<file path="config.mk">
export PLATFORM = sky130hd
export DESIGN_NAME = wd_rf_safety_sequencer
export DESIGN_NICKNAME = d
export VERILOG_FILES = /design/src/rtl/wd_rf_safety_sequencer.sv
export SDC_FILE = /design/constraint.sdc
export NUM_CORES = 1
export LEC_CHECK = 0
export BUFFER_PORTS_ARGS = -buffer_cell sky130_fd_sc_hd__buf_2
export CELL_PAD_IN_SITES_DETAIL_PLACEMENT = 0
export CELL_PAD_IN_SITES_GLOBAL_PLACEMENT = 1
export CORE_MARGIN = 1.5
export CORE_UTILIZATION = 40
export DETAILED_ROUTE_END_ITERATION = 10
export PLACE_DENSITY_LB_ADDON = 0.1
export SYNTH_ARGS = -nofsm -noshare
export SYNTH_HDL_FRONTEND = slang
export SYNTH_SLANG_ARGS = --single-unit
export TNS_END_PERCENT = 30
</file>
<file path="constraint.sdc">
create_clock -name clk -period 6.4 [get_ports clk]
set_input_delay 0.64 -clock clk [delete_from_list [all_inputs] [get_ports clk]]
set_output_delay 0.64 -clock clk [all_outputs]
set_load 0.05 [all_outputs]
</file>
<file path="src/rtl/wd_rf_safety_sequencer.sv">
// RF output-stage safety sequencer: arms the watchdog, ramps carrier amplitude,
// retries after watchdog trips and latches a lockout after repeated trips.
`timescale 1ns/1ps
module wd_rf_safety_sequencer #(
  parameter int unsigned AMP_WIDTH        = 8,
  parameter int unsigned RAMP_STEP_CYCLES = 1000,
  parameter int unsigned HOLDOFF_CYCLES   = 100000,
  parameter int unsigned MAX_RETRIES      = 3
) (
  input  logic                 clk,
  input  logic                 rstn,
  input  logic                 arm_req,
  input  logic                 disarm_req,
  input  logic                 host_heartbeat,
  input  logic [AMP_WIDTH-1:0] amp_target,
  input  logic                 wd_warning,
  input  logic                 wd_triggered,
  output logic                 wd_enable,
  output logic                 wd_force_reset,
  output logic                 wd_heartbeat,
  output logic [AMP_WIDTH-1:0] amp_out,
  output logic                 rf_enable,
  output logic [3:0]           fault_count,
  output logic                 locked_out,
  output logic [2:0]           state
);

  localparam int unsigned CNT_MAX = (RAMP_STEP_CYCLES > HOLDOFF_CYCLES) ? RAMP_STEP_CYCLES
                                                                        : HOLDOFF_CYCLES;
  localparam int unsigned CNT_W   = (CNT_MAX > 1) ? $clog2(CNT_MAX) : 1;

  localparam logic [CNT_W-1:0] STEP_LAST = CNT_W'(RAMP_STEP_CYCLES - 1);
  localparam logic [CNT_W-1:0] HOLD_LAST = CNT_W'(HOLDOFF_CYCLES - 1);
  localparam logic [3:0]       RETRY_LIM = 4'(MAX_RETRIES);

  typedef enum logic [2:0] {
    S_IDLE      = 3'd0,
    S_RAMP_UP   = 3'd1,
    S_RUN       = 3'd2,
    S_WARN      = 3'd3,
    S_RAMP_DOWN = 3'd4,
    S_HOLDOFF   = 3'd5,
    S_LOCKOUT   = 3'd6
  } state_t;

  state_t               r_state;
  state_t               w_state_nxt;
  logic [CNT_W-1:0]     r_cnt;
  logic [CNT_W-1:0]     w_cnt_nxt;
  logic [AMP_WIDTH-1:0] r_amp;
  logic [AMP_WIDTH-1:0] w_amp_nxt;
  logic [3:0]           r_fault;
  logic [3:0]           w_fault_nxt;
  logic                 r_disarming;
  logic                 w_disarming_nxt;
  logic                 w_step_done;

  logic r_wd_enable, w_wd_enable_nxt;
  logic r_force_reset, w_force_reset_nxt;
  logic r_heartbeat, w_heartbeat_nxt;
  logic r_rf_enable, w_rf_enable_nxt;
  logic r_locked, w_locked_nxt;

  assign w_step_done = (r_cnt == STEP_LAST);

  // State register
  always_ff @(posedge clk or negedge rstn) begin
    if (!rstn) r_state <= S_IDLE;
    else       r_state <= w_state_nxt;
  end

  // Next-state logic together with amplitude, fault counter and step/holdoff counter
  always_comb begin
    w_state_nxt     = r_state;
    w_amp_nxt       = r_amp;
    w_fault_nxt     = r_fault;
    w_disarming_nxt = r_disarming;
    w_cnt_nxt       = '0;
    case (r_state)
      S_IDLE: begin
        w_amp_nxt       = '0;
        w_disarming_nxt = 1'b0;
        if (arm_req) w_state_nxt = S_RAMP_UP;
      end
      S_RAMP_UP, S_RUN, S_WARN: begin
        if (disarm_req) begin
          // Disarm outranks a simultaneous trip and does not count it
          w_disarming_nxt = 1'b1;
          w_state_nxt     = S_RAMP_DOWN;
        end else if (wd_triggered) begin
          w_state_nxt = S_RAMP_DOWN;
          w_fault_nxt = (r_fault == 4'hF) ? r_fault : r_fault + 4'd1;
        end else if (r_state == S_RAMP_UP) begin
          if (amp_target < r_amp) begin
            w_amp_nxt = amp_target;
          end else if (amp_target == r_amp) begin
            w_state_nxt = S_RUN;
          end else begin
            w_cnt_nxt = w_step_done ? '0 : r_cnt + CNT_W'(1);
            if (w_step_done) w_amp_nxt = r_amp + AMP_WIDTH'(1);
          end
        end else begin
          w_amp_nxt = amp_target;
          if ((r_state == S_RUN) && wd_warning)       w_state_nxt = S_WARN;
          else if ((r_state == S_WARN) && !wd_warning) w_state_nxt = S_RUN;
        end
      end
      S_RAMP_DOWN: begin
        if (disarm_req) w_disarming_nxt = 1'b1;
        if (r_amp != '0) begin
          w_cnt_nxt = w_step_done ? '0 : r_cnt + CNT_W'(1);
          if (w_step_done) w_amp_nxt = r_amp - AMP_WIDTH'(1);
        end else if (r_disarming || disarm_req) begin
          w_state_nxt     = S_IDLE;
          w_fault_nxt     = 4'd0;
          w_disarming_nxt = 1'b0;
        end else if (r_fault >= RETRY_LIM) begin
          w_state_nxt = S_LOCKOUT;
        end else begin
          w_state_nxt = S_HOLDOFF;
        end
      end
      S_HOLDOFF: begin
        w_amp_nxt = '0;
        w_cnt_nxt = r_cnt + CNT_W'(1);
        if (disarm_req) begin
          w_state_nxt     = S_IDLE;
          w_fault_nxt     = 4'd0;
          w_disarming_nxt = 1'b0;
        end else if (r_cnt == HOLD_LAST) begin
          w_state_nxt = S_RAMP_UP;
        end
      end
      S_LOCKOUT: begin
        w_amp_nxt = '0;
        if (disarm_req) begin
          w_state_nxt     = S_IDLE;
          w_fault_nxt     = 4'd0;
          w_disarming_nxt = 1'b0;
        end
      end
      default: begin
        w_state_nxt     = S_IDLE;
        w_amp_nxt       = '0;
        w_fault_nxt     = 4'd0;
        w_disarming_nxt = 1'b0;
      end
    endcase
    if (w_state_nxt != r_state) w_cnt_nxt = '0;
  end

  // Next values of the registered control outputs, derived from the upcoming state
  always_comb begin
    w_wd_enable_nxt   = 1'b0;
    w_rf_enable_nxt   = 1'b0;
    w_force_reset_nxt = ((r_state == S_IDLE) || (r_state == S_HOLDOFF)) &&
                        (w_state_nxt == S_RAMP_UP);
    w_locked_nxt      = (w_state_nxt == S_LOCKOUT);
    w_heartbeat_nxt   = host_heartbeat && !w_force_reset_nxt &&
                        ((r_state == S_RAMP_UP) || (r_state == S_RUN) || (r_state == S_WARN));
    case (w_state_nxt)
      S_RAMP_UP, S_RUN, S_WARN: begin
        w_wd_enable_nxt = 1'b1;
        w_rf_enable_nxt = 1'b1;
      end
      S_RAMP_DOWN: begin
        w_wd_enable_nxt = (w_amp_nxt != '0);
        w_rf_enable_nxt = (w_amp_nxt != '0);
      end
      default: begin
        w_wd_enable_nxt = 1'b0;
        w_rf_enable_nxt = 1'b0;
      end
    endcase
  end

  // Datapath and output registers; reset clears amplitude immediately (hard kill)
  always_ff @(posedge clk or negedge rstn) begin
    if (!rstn) begin
      r_cnt         <= '0;
      r_amp         <= '0;
      r_fault       <= 4'd0;
      r_disarming   <= 1'b0;
      r_wd_enable   <= 1'b0;
      r_force_reset <= 1'b0;
      r_heartbeat   <= 1'b0;
      r_rf_enable   <= 1'b0;
      r_locked      <= 1'b0;
    end else begin
      r_cnt         <= w_cnt_nxt;
      r_amp         <= w_amp_nxt;
      r_fault       <= w_fault_nxt;
      r_disarming   <= w_disarming_nxt;
      r_wd_enable   <= w_wd_enable_nxt;
      r_force_reset <= w_force_reset_nxt;
      r_heartbeat   <= w_heartbeat_nxt;
      r_rf_enable   <= w_rf_enable_nxt;
      r_locked      <= w_locked_nxt;
    end
  end

  assign wd_enable      = r_wd_enable;
  assign wd_force_reset = r_force_reset;
  assign wd_heartbeat   = r_heartbeat;
  assign amp_out        = r_amp;
  assign rf_enable      = r_rf_enable;
  assign fault_count    = r_fault;
  assign locked_out     = r_locked;
  assign state          = r_state;

endmodule
</file>
==> impl_results.md <==
* Status: completed
* Mapped Nets at between 300 and 400
* CP endpoint kind: flop
* First-pass GRT wire length at approximately 11000 um
* DR vias/cell at between 5 and 6
* Initial antenna violation count at 0
* Unique masters post-synth at 52
* Resized Gates After CTS at 0
* Avg Cell Area, Syn at approximately 8.5 sq um
* Ys Warns at 0
* Core Footprint at 6060 sq um
* Routed wire per std cell at 16.4 um
* Seq/Total Area, Yosys at 0.362
* FF-to-FF path depth at 10
* VDD IR max at between 0.15 and 0.2 mV
* Worst Tran Pin Value at approximately 0.93 ns
* Top post-synthesis cells by area: dfrtp_1 36%, nor2_1 6.7%, ha_1 6.4%, xnor2_1 5.1%, nand3_1 3.7%
* Port Buffers at 34
* CP Cell Sequence: inv_1, ha_1, nand4_1, nor3_1, a22o_1, nand2_1, o21ai_0, a22oi_1, a211o_1, nor2_1
* DRC violations left at 0
* Htree depth at 2
* Ys flop type: dfrtp_1
* Die height at about 83 um
* Layout net count at 360
* Most numerous cell in the Yosys netlist: nor2_1
* WL final at between 6000 and 7000 um
* Routability cong. at about 0.86
* Area Growth Syn to Fin at 10.9%
* Layout cell share with drive strength beyond 1 at 0.163
* First-pass DRT Iterations at 4
* Part of the cycle the worst path needs at 0.510
* Die Area at ~6900 sq um
* Pleak at around 1.2 nW
* PwrDens at 316 nW/um^2
* Fin Hold WS at between 0.4 and 0.5 ns
* Crit path time final at approximately 3.3 ns
* ANT nets after route at 0
* DIE WIDTH at ~83 um
* Root Driver: clkbuf_8
* FF+latch count, synth at 37
* Num ports at 35
* Fin cells at approximately 410
* Crit path max fanout at 17
* Max stage delay on crit path at ~0.54 ns
* Vias at approximately 2300
* Number of global-route vias before repair at 2239
* Buffer depth of the longest clock path at 2
* Antenna diodes at 0
* Detailed Place HPWL at 5040 um
* Top-area cell type share of the netlist area at 0.362
* DRT iter0 DRCs at 155
* Max cap viols at 0
* Data required time at the worst endpoint at 6.62 ns
* Global route total overflow at 0
* Ys async rst share at 1.00
* Worst Path Arrival at roughly 3.5 ns
* Worst setup SP type: flop
* RSZ-0062 raised after global routing: false
* Clock sinks at 37
* Skew-Pair Late Insertion Delay at between 0.2 and 0.3 ns
* Worst-path cell with the longest stage delay: dfrtp_1
* Synthesized area at roughly 2600 sq um
* Post-CTS Setup Inserts at 0
* Largest area contributor in the netlist: dfrtp_1
* Fmax at roughly 310 MHz
* Gr usage total at 0.202
* Row cnt at 28
* Max-slew violation count at 0
* Post-synth EDFFs at 0
* Relative max-transition margin at 0.380
* Final Hold Fails at 0
* Mapped Cells at ~300
* Top cells by count, synth: 46 x nor2_1, 37 x dfrtp_1, 21 x nand2_1
* Starting Density at 0.422
* Setup TNS at 0 ns
* Worst setup path class: flop to flop
* Inserted Clock Buffers at 5
* Dpl cells at 400
* Final setup viols at 0
* Clk_skew at about 0.0077 ns
* Largest net degree at the start of global routing at 38
* CTS tree: yes
* Clock Pin Slew Worst Setup and Hold Paths at ~0.080 ns
* CTS Hold Bufs at 0
* Hold WC Path Type: input port to asynchronous set/reset pin
==> power breakdown <==
| part | switching [W] | internal [W] |
|---|---|---|
| combinational | 0.000292 | 0.000120 |
| sequential | 0.0000516 | 0.000265 |
| clock | 0.0000847 | 0.0000851 |
| total | 0.000428 | 0.000469 |
==> layout make-up <==
| class | instances | area [sq um] |
|---|---|---|
| well taps | 75 | 93.8 |
| clock inverters | 1 | 7.51 |
| multi-input cells | 238 | 1500 |
| clock buffers | 6 | 82.6 |
| fillers | 652 | 3220 |
| flip-flops and latches | 37 | 926 |
| inverters | 16 | 60.1 |
| repair buffers | 34 | 170 |
==> logic make-up after synthesis <==
logic type | count (synthesis) | synth area share
XOR/XNOR | 23 | 0.0787
AND/OR/NAND/NOR | 147 | 0.300
multiplexers | 5 | 0.0196
buffers and inverters | 27 | 0.0533
flip-flops | 37 | 0.362
adder cells (fa/ha/maj) | 13 | 0.0635
AO/OA/AOI/OAI | 50 | 0.123
==> metrics by stage <==
stage          setup WS, ns  total power (W)  utilization  cell area [sq um]
2_1_floorplan          3.46         0.000640            -               2560
3_3_place_gp           2.95         0.000736        0.453               2750
3_5_place_dp           2.97         0.000733        0.453               2750
4_1_cts                3.12         0.000905        0.468               2840
5_1_grt                2.88         0.000962        0.468               2840
6_report               3.13         0.000897        0.468               2840
==> sequential cells by signal (all words and copies together), names as in the netlist <==
signal	cells
fault_count	4
r_disarming	1
wd_heartbeat	1
amp_out	8
wd_force_reset	1
r_cnt	17
rf_enable	1
state	3
locked_out	1
==> worst max-delay path: cells and delay by family, from the launching register on <==
kind            cells  cell delay, ns
compound gates      4            1.28
fa+ha+maj           1            0.28
buf+inv             1            0.10
flops               1            0.54
simple gates        4            0.97
==> cells in the final DEF (no fill, tap or decap), drive strengths merged, types with 2 or more instances in the layout <==
cell    instances
nor2           48
dfrtp          37
buf            34
nand2          21
nand3          19
inv            16
o21ai          16
xnor2          15
ha             13
nor3           13
a21oi          12
nand4          11
xor2            8
and3            7
nor4            6
clkbuf          6
o211ai          5
mux2i           5
nand3b          3
a22oi           3
or3             3
or2             3
or4             3
nand2b          2
a31oi           2
o31ai           2
a211o           2
nor4b           2
==> per-layer routing <==
layer | vias to the layer above | share of wire | track usage | wire (um)
met1 | 1104 | 0.46 | 0.276 | 3100
met5 | - | 0 | 0 | 0
li1 | 1146 | - | - | -
met3 | 16 | 0.038 | 0.0348 | 256
met4 | 0 | 0.023 | 0.0697 | 151
met2 | 50 | 0.48 | 0.323 | 3180
==> worst paths after layout <==
| kind | startpoint | end | slack, ns |
|---|---|---|---|
| max | amp_out[4]$_DFF_PN0_ | r_cnt[3]$_DFF_PN0_ | 3.13 |
| min | rstn | fault_count[0]$_DFFE_PN0P_ | 0.44 |
| max reg2reg | amp_out[4]$_DFF_PN0_ | r_cnt[3]$_DFF_PN0_ | 3.13 |
| min reg2reg | r_cnt[0]$_DFF_PN0_ | r_cnt[0]$_DFF_PN0_ | 0.48 |
| max in group asynchronous | rstn | amp_out[1]$_DFF_PN0_ | 5.43 |
| min in group clk | r_cnt[0]$_DFF_PN0_ | r_cnt[0]$_DFF_PN0_ | 0.48 |
(Power assumes the default switching activity.)
